## config.mk

```make
export PLATFORM = sky130hd
export DESIGN_NAME = alu_result_sel_pipe
export DESIGN_NICKNAME = d
export VERILOG_FILES = /design/src/rtl/alu_sel_pkg.sv /design/src/rtl/skid_buf2.sv /design/src/rtl/alu_result_sel_pipe.sv
export SDC_FILE = /design/constraint.sdc
export NUM_CORES = 1
export LEC_CHECK = 0
export CORE_UTILIZATION = 30
export CTS_BUF_LIST = sky130_fd_sc_hd__clkbuf_4 sky130_fd_sc_hd__clkbuf_8
export CTS_CLUSTER_SIZE = 14
export DETAILED_ROUTE_END_ITERATION = 6
export PLACE_DENSITY = 0.6
export SLEW_MARGIN = 20
export SYNTH_ARGS = -nofsm -noshare
export SYNTH_HDL_FRONTEND = slang
export SYNTH_SLANG_ARGS = --single-unit
```

## constraint.sdc

```tcl
create_clock -name Clock -period 2.7 [get_ports Clock]
set_input_delay 0.27 -clock Clock [delete_from_list [all_inputs] [get_ports Clock]]
set_output_delay 0.27 -clock Clock [all_outputs]
set_load 0.05 [all_outputs]
```

## src/rtl/alu_sel_pkg.sv

```systemverilog
// Shared opcode constants and beat layout for the registered ALU result selector.
// Latency: n/a (definitions only).
// Backpressure: n/a (definitions only).
package alu_sel_pkg;

    // Opcodes understood by the selector; every other 3-bit code is illegal.
    localparam logic [2:0] OP_AND = 3'b000;
    localparam logic [2:0] OP_OR  = 3'b010;
    localparam logic [2:0] OP_ADD = 3'b100;
    localparam logic [2:0] OP_XOR = 3'b011;

    // Flag bits carried alongside the data word in every beat.
    typedef struct packed {
        logic zero;
        logic illegal;
    } beat_flags_t;

    localparam int BEAT_FLAG_W = $bits(beat_flags_t);

    // Total beat width for a given data width: {data, zero, illegal}.
    function automatic int beat_w(input int width);
        return width + BEAT_FLAG_W;
    endfunction

    // True for the four opcodes that select a real ALU result.
    function automatic logic op_is_legal(input logic [2:0] op);
        return (op == OP_AND) || (op == OP_OR) || (op == OP_ADD) || (op == OP_XOR);
    endfunction

endpackage

```

## src/rtl/skid_buf2.sv

```systemverilog
// Generic 2-entry valid/ready buffer: a main register driving the outputs plus one skid register.
// Latency: 1 cycle from accept to out_vld when empty; 1 beat/cycle sustained with out_rdy high.
// Backpressure: in_rdy is a flop (!skid valid), so there is no combinational out_rdy -> in_rdy path.
module skid_buf2 #(
    parameter int DATA_W = 18
) (
    input  logic              clk,
    input  logic              rst_n,
    input  logic              in_vld,
    output logic              in_rdy,
    input  logic [DATA_W-1:0] in_dat,
    output logic              out_vld,
    input  logic              out_rdy,
    output logic [DATA_W-1:0] out_dat
);

    logic              main_vld;
    logic [DATA_W-1:0] main_dat;
    logic              skid_vld;
    logic [DATA_W-1:0] skid_dat;
    logic              acc;
    logic              xfer;

    assign acc     = in_vld && in_rdy;
    assign xfer    = main_vld && out_rdy;
    assign in_rdy  = !skid_vld;
    assign out_vld = main_vld;
    assign out_dat = main_dat;

    // Main/skid occupancy and data; the skid only fills while main is stalled,
    // and always drains into main before any newer beat so ordering is kept.
    always_ff @(posedge clk or negedge rst_n) begin
        if (!rst_n) begin
            main_vld <= 1'b0;
            main_dat <= '0;
            skid_vld <= 1'b0;
            skid_dat <= '0;
        end else if (!main_vld) begin
            if (acc) begin
                main_vld <= 1'b1;
                main_dat <= in_dat;
            end
        end else if (xfer) begin
            if (skid_vld) begin
                // in_rdy is low while skid is full, so no accept can coincide here.
                main_dat <= skid_dat;
                skid_vld <= 1'b0;
            end else if (acc) begin
                main_dat <= in_dat;
            end else begin
                // Data is left in place so the outputs hold their last value.
                main_vld <= 1'b0;
            end
        end else if (acc) begin
            skid_vld <= 1'b1;
            skid_dat <= in_dat;
        end
    end

endmodule

```

## src/rtl/alu_result_sel_pipe.sv

```systemverilog
// Registered ALU result selector: decodes a 3-bit opcode into one of four results, flags zero/illegal, counts illegal opcodes.
// Latency: 1 cycle from accept to OutValid when empty; 1 beat/cycle with OutReady held high.
// Backpressure: 2-entry skid buffer; InReady drops the cycle after the skid fills and is never combinational on OutReady.
module alu_result_sel_pipe #(
    parameter int WIDTH = 16,
    parameter int CNT_W = 8
) (
    input  logic             Clock,
    input  logic             Reset_n,
    input  logic [WIDTH-1:0] Hyrja0,
    input  logic [WIDTH-1:0] Hyrja1,
    input  logic [WIDTH-1:0] Hyrja2,
    input  logic [WIDTH-1:0] Hyrja3,
    input  logic [2:0]       S,
    input  logic             InValid,
    output logic             InReady,
    output logic [WIDTH-1:0] Out,
    output logic             Zero,
    output logic             Illegal,
    output logic             OutValid,
    input  logic             OutReady,
    output logic [CNT_W-1:0] ErrCount,
    input  logic             ErrClr
);

    import alu_sel_pkg::*;

    localparam int BW = beat_w(WIDTH);

    logic [WIDTH-1:0] sel_data;
    beat_flags_t      in_flags;
    beat_flags_t      out_flags;
    logic [BW-1:0]    in_beat;
    logic [BW-1:0]    out_beat;
    logic             acc;
    logic [CNT_W-1:0] err_cnt;

    // Opcode decode; illegal codes produce data 0 so nothing downstream ever sees X.
    always_comb begin
        sel_data = '0;
        case (S)
            OP_AND:  sel_data = Hyrja0;
            OP_OR:   sel_data = Hyrja1;
            OP_ADD:  sel_data = Hyrja2;
            OP_XOR:  sel_data = Hyrja3;
            default: sel_data = '0;
        endcase
    end

    assign in_flags.zero    = (sel_data == '0);
    assign in_flags.illegal = !op_is_legal(S);
    assign in_beat          = {sel_data, in_flags};
    assign acc              = InValid && InReady;

    skid_buf2 #(
        .DATA_W (BW)
    ) u_skid (
        .clk     (Clock),
        .rst_n   (Reset_n),
        .in_vld  (InValid),
        .in_rdy  (InReady),
        .in_dat  (in_beat),
        .out_vld (OutValid),
        .out_rdy (OutReady),
        .out_dat (out_beat)
    );

    assign out_flags = out_beat[BEAT_FLAG_W-1:0];
    assign Out       = out_beat[BW-1 -: WIDTH];
    assign Zero      = out_flags.zero;
    assign Illegal   = out_flags.illegal;

    // Saturating illegal-opcode counter, bumped at input acceptance; clear wins over increment.
    always_ff @(posedge Clock or negedge Reset_n) begin
        if (!Reset_n) begin
            err_cnt <= '0;
        end else if (ErrClr) begin
            err_cnt <= '0;
        end else if (acc && in_flags.illegal && (err_cnt != '1)) begin
            err_cnt <= err_cnt + 1'b1;
        end
    end

    assign ErrCount = err_cnt;

endmodule

```

==> run summary <==
The count of hold-fix buffers inserted at cts came out at 0. The aggregate routed wire length came out at 7400 um. The deepest clock path buffer count came out at 2. The largest vdd supply drop is 0.000508 V. The worst hold-check slack came out at -27.7 ps. Walking the worst path, the cells encountered are clkdlybuf4s50_1 -> mux2_2 -> a22oi_1 -> a21oi_1 -> nor4_2 -> nand3_1 -> o31ai_2. CTS placed an instance of clkbuf_8 at the clock tree root.

For this run, asynchronously set or reset flops after synthesis account for 100%. The buffer count from post-CTS setup fixing is 0. The detailed router finished its first iteration with 151 violations. The later pin in the worst-skew pair is clocked with a latency of 290 ps. The commonest cells after synthesis are dfrtp_1 (46), nor2_1 (35), a21oi_1 (33). Of all cell types, the one taking the most synthesized area is dfrtp_1. The number of flops mapped to enable cells by yosys came out at 0. The number of nets in the finished design came out at 446.

The routability-driven placement congestion ratio is 0.819. The standby leakage power is between 1.5 and 2 nW. Yosys attributes the largest share of cell area to dfrtp_1 (43%), mux2_2 (8.9%), a21oi_1 (6.2%). In the global route stage, overall resource usage came out at 16.7%. STA classifies the critical path startpoint as an input port. The final reports fail on negative hold slack. The H-tree generated during clock tree synthesis spans 2 levels.

The largest net degree at the start of global routing came out at 47. In this run the core area contains 33 standard-cell rows. The count of input and output buffers came out at 99. The half-perimeter wire length of the detailed placement result came out at 5730 um. The die covers around 9200 um2. The share of synthesized area in the top cell type comes to 43.4%. The die height came out at ~96 um. In this run the cell area measured after placement is approximately 3700 um2.

The power per standard cell area came out at ~870 nW/um2. STA classifies the critical path endpoint as a flip-flop. The flow ran to the end, but the final reports show violations. The number of detailed-route iterations in the first pass came out at 4. The clock tree from TritonCTS is yes.

The warning count from the yosys run came out at 0. After synthesis, the netlist uses 46 different library cells. The count of final hold-check violations came out at 45.

Counting I/O delays and the setup requirement, the final critical path takes 2140 ps. The clock buffer count from CTS came out at 5. Once the floorplan was initialized, standard cells occupied between 30% and 40% of the core. In the post-route analysis, the smallest setup slack over all paths is 557 ps. Dividing the detail-routed wire length by the instance count gives 15.5 um. The max-cap violation count is 0. Setup violations remaining at the end of the flow were counted as 0. The setup slack at placement is 242 ps. The via-per-instance ratio came out at just over 5.

The worst slew margin relative to its limit came out at 50.3%. After routing the design area is approximately 3800 um2. The clock-pin slew reported for the worst setup and hold paths after clock tree synthesis came out at 80 ps. The first-pass GRT wire length is 11900 um. The final critical path takes up 79.4% of the cycle. The core area is about 8400 um2. In this run the worst path has a maximum fanout of 9. The setup TNS is 0 ps. Setup repair after global routing left no endpoint under its margin. Summed over all layers, the global routing overflow is 0. For the pin with the worst max-slew slack, the measured transition is 743 ps. dfrtp_1 is the most common cell in the netlist.

The area growth from synthesis to layout is 44.2%. At the worst endpoint, the required time is 2900 ps. The setup clock skew after layout is 6.17 ps. In the final layout, the share of cells above drive strength 1 is 13.1%. The number of global-route vias before repair is 2468. The synthesis-stage register bit count came out at 46. The peak per-stage delay on the critical path came out at 720 ps.

The number of nets with antenna violations after detailed routing is 0. In this run, post-CTS repair resized a total of 0 instances. The portion of the post-synthesis area used by sequential elements came out at a little over two fifths. The mapped netlist covers 2650 um2.

The via count of the routed design came out at 2445. The floorplan step set the die width to 96.0 um. The post-route DRC violation count is 0. The count of pins over their slew limit came out at 0. The top-level port count is 100. Synthesis produced a netlist with a net count of 350. The clock sink count is between 40 and 50.

Among all flip-flop cells after synthesis, the most frequent one is dfrtp_1. The path type of the worst min-delay path is input port to async pin. The per-instance average area after synthesis came out at 9.57 um2. The share of the core filled with cells came out at 45.6%.

The arrival time reported for the critical path endpoint is around 2300 ps. The critical path is of the input port to flip-flop type. The number of antenna violations at the first check in global routing is 0.

The instance count of the mapped netlist came out at 277. The slowest stage of the critical path is the clkdlybuf4s50_1 cell. The antenna diode instance count is 0. For this run, the top clock speed supported by timing is 467 MHz.
-- logic make-up (layout without fill, tap and decap cells) --
logic type	after synthesis	count (layout)	share of synthesized area, %
AO/OA/AOI/OAI	92	92	21.8
XOR/XNOR	5	5	1.65
adder cells (fa/ha/maj)	1	1	0.472
buffers and inverters	22	118	3.96
flip-flops	46	46	43.4
multiplexers	34	34	14.1
AND/OR/NAND/NOR	77	77	14.6
-- where the power goes --
group	switching, mW	internal [mW]	total [mW]	leakage, nW
sequential	0.157	0.970	1.13	0.578
clock	0.221	0.174	0.395	0.0438
combinational	1.09	0.711	1.80	0.968
-- final timing paths --
| kind | from | to | slack [ps] | cells past startpoint |
|---|---|---|---|---|
| worst max register to register | u_skid.out_vld$_DFF_PN0_ | u_skid.out_dat[12]$_DFFE_PN0P_ | 960 | 5 |
| min in group Clock | u_skid.skid_dat[15]$_DFFE_PN0P_ | u_skid.skid_dat[15]$_DFFE_PN0P_ | 510 | 1 |
| worst min register to register | u_skid.skid_dat[15]$_DFFE_PN0P_ | u_skid.skid_dat[15]$_DFFE_PN0P_ | 510 | 1 |
| max in group asynchronous | Reset_n | u_skid.out_dat[2]$_DFFE_PN0P_ | 2320 | 1 |
| worst min-delay path | Reset_n | ErrCount[4]$_DFFE_PN0P_ | -30 | 1 |
| worst max-delay path | S[0] | u_skid.skid_dat[1]$_DFFE_PN0P_ | 560 | 7 |
-- worst max-delay path: cells and delay by family --
kind,cells,cell delay (ps)
buffers and inverters,1,720
muxes,1,380
AOI/OAI and AO/OA,3,530
and+or+nand+nor,2,430
-- cells in the final DEF, fill, tap and decap left out, types with 2 or more instances in the layout --
cell type / synthesis / layout
o21ai_1: 3 / 3
clkinv_2: 0 / 2
a22o_1: 3 / 3
clkdlybuf4s50_1: 0 / 98
mux2_2: 21 / 21
clkbuf_8: 0 / 5
buf_4: 2 / 10
or3_1: 2 / 2
xor2_1: 4 / 4
nand2b_1: 4 / 4
inv_1: 3 / 3
nor2_1: 35 / 35
o31ai_2: 2 / 2
nand3_1: 3 / 3
a22oi_1: 2 / 2
dfrtp_1: 46 / 46
or4_1: 3 / 3
nor3_1: 2 / 2
mux2i_1: 11 / 11
o22ai_1: 17 / 17
a21o_1: 6 / 6
a21oi_1: 33 / 33
o21ai_0: 11 / 11
nand2_1: 12 / 12
nor2b_1: 5 / 5
nand4_1: 3 / 3
a211oi_1: 9 / 9
-- state kept, by name (all words and copies together), names as in the netlist --
signal           count
ErrCount             8
u_skid.out_dat      18
u_skid.out_vld       1
u_skid.skid_dat     18
u_skid.skid_vld      1
-- layout make-up --
cell class	instances	area (um2)
Clock buffer	5	68.8
Clock inverter	2	10.0
Fill cell	811	4560
Inverter	3	11.3
Multi-Input combinational cell	209	1400
Sequential cell	46	1150
Tap cell	105	131
Timing Repair Buffer	108	1060
-- metrics by stage --
| stage | instances | power [mW] | hold WS (ps) |
|---|---|---|---|
| after detailed placement | 471 | 2.95 | 496 |
| after global placement | 471 | 2.93 | 489 |
| after CTS | 478 | 3.35 | 195 |
| after global routing | 478 | 3.54 | 12.8 |
| after floorplan | 277 | 2.31 | -25.6 |
| final | 478 | 3.32 | -27.7 |
-- routing by layer --
layer / GRT usage (%) / part of all wire [%]
met3: 3.08 / 4.1
met2: 27.5 / 47
met1: 22.7 / 47
met5: 0 / 0
met4: 3.86 / 1.6
Note: power is estimated with default switching activity, not from simulation.
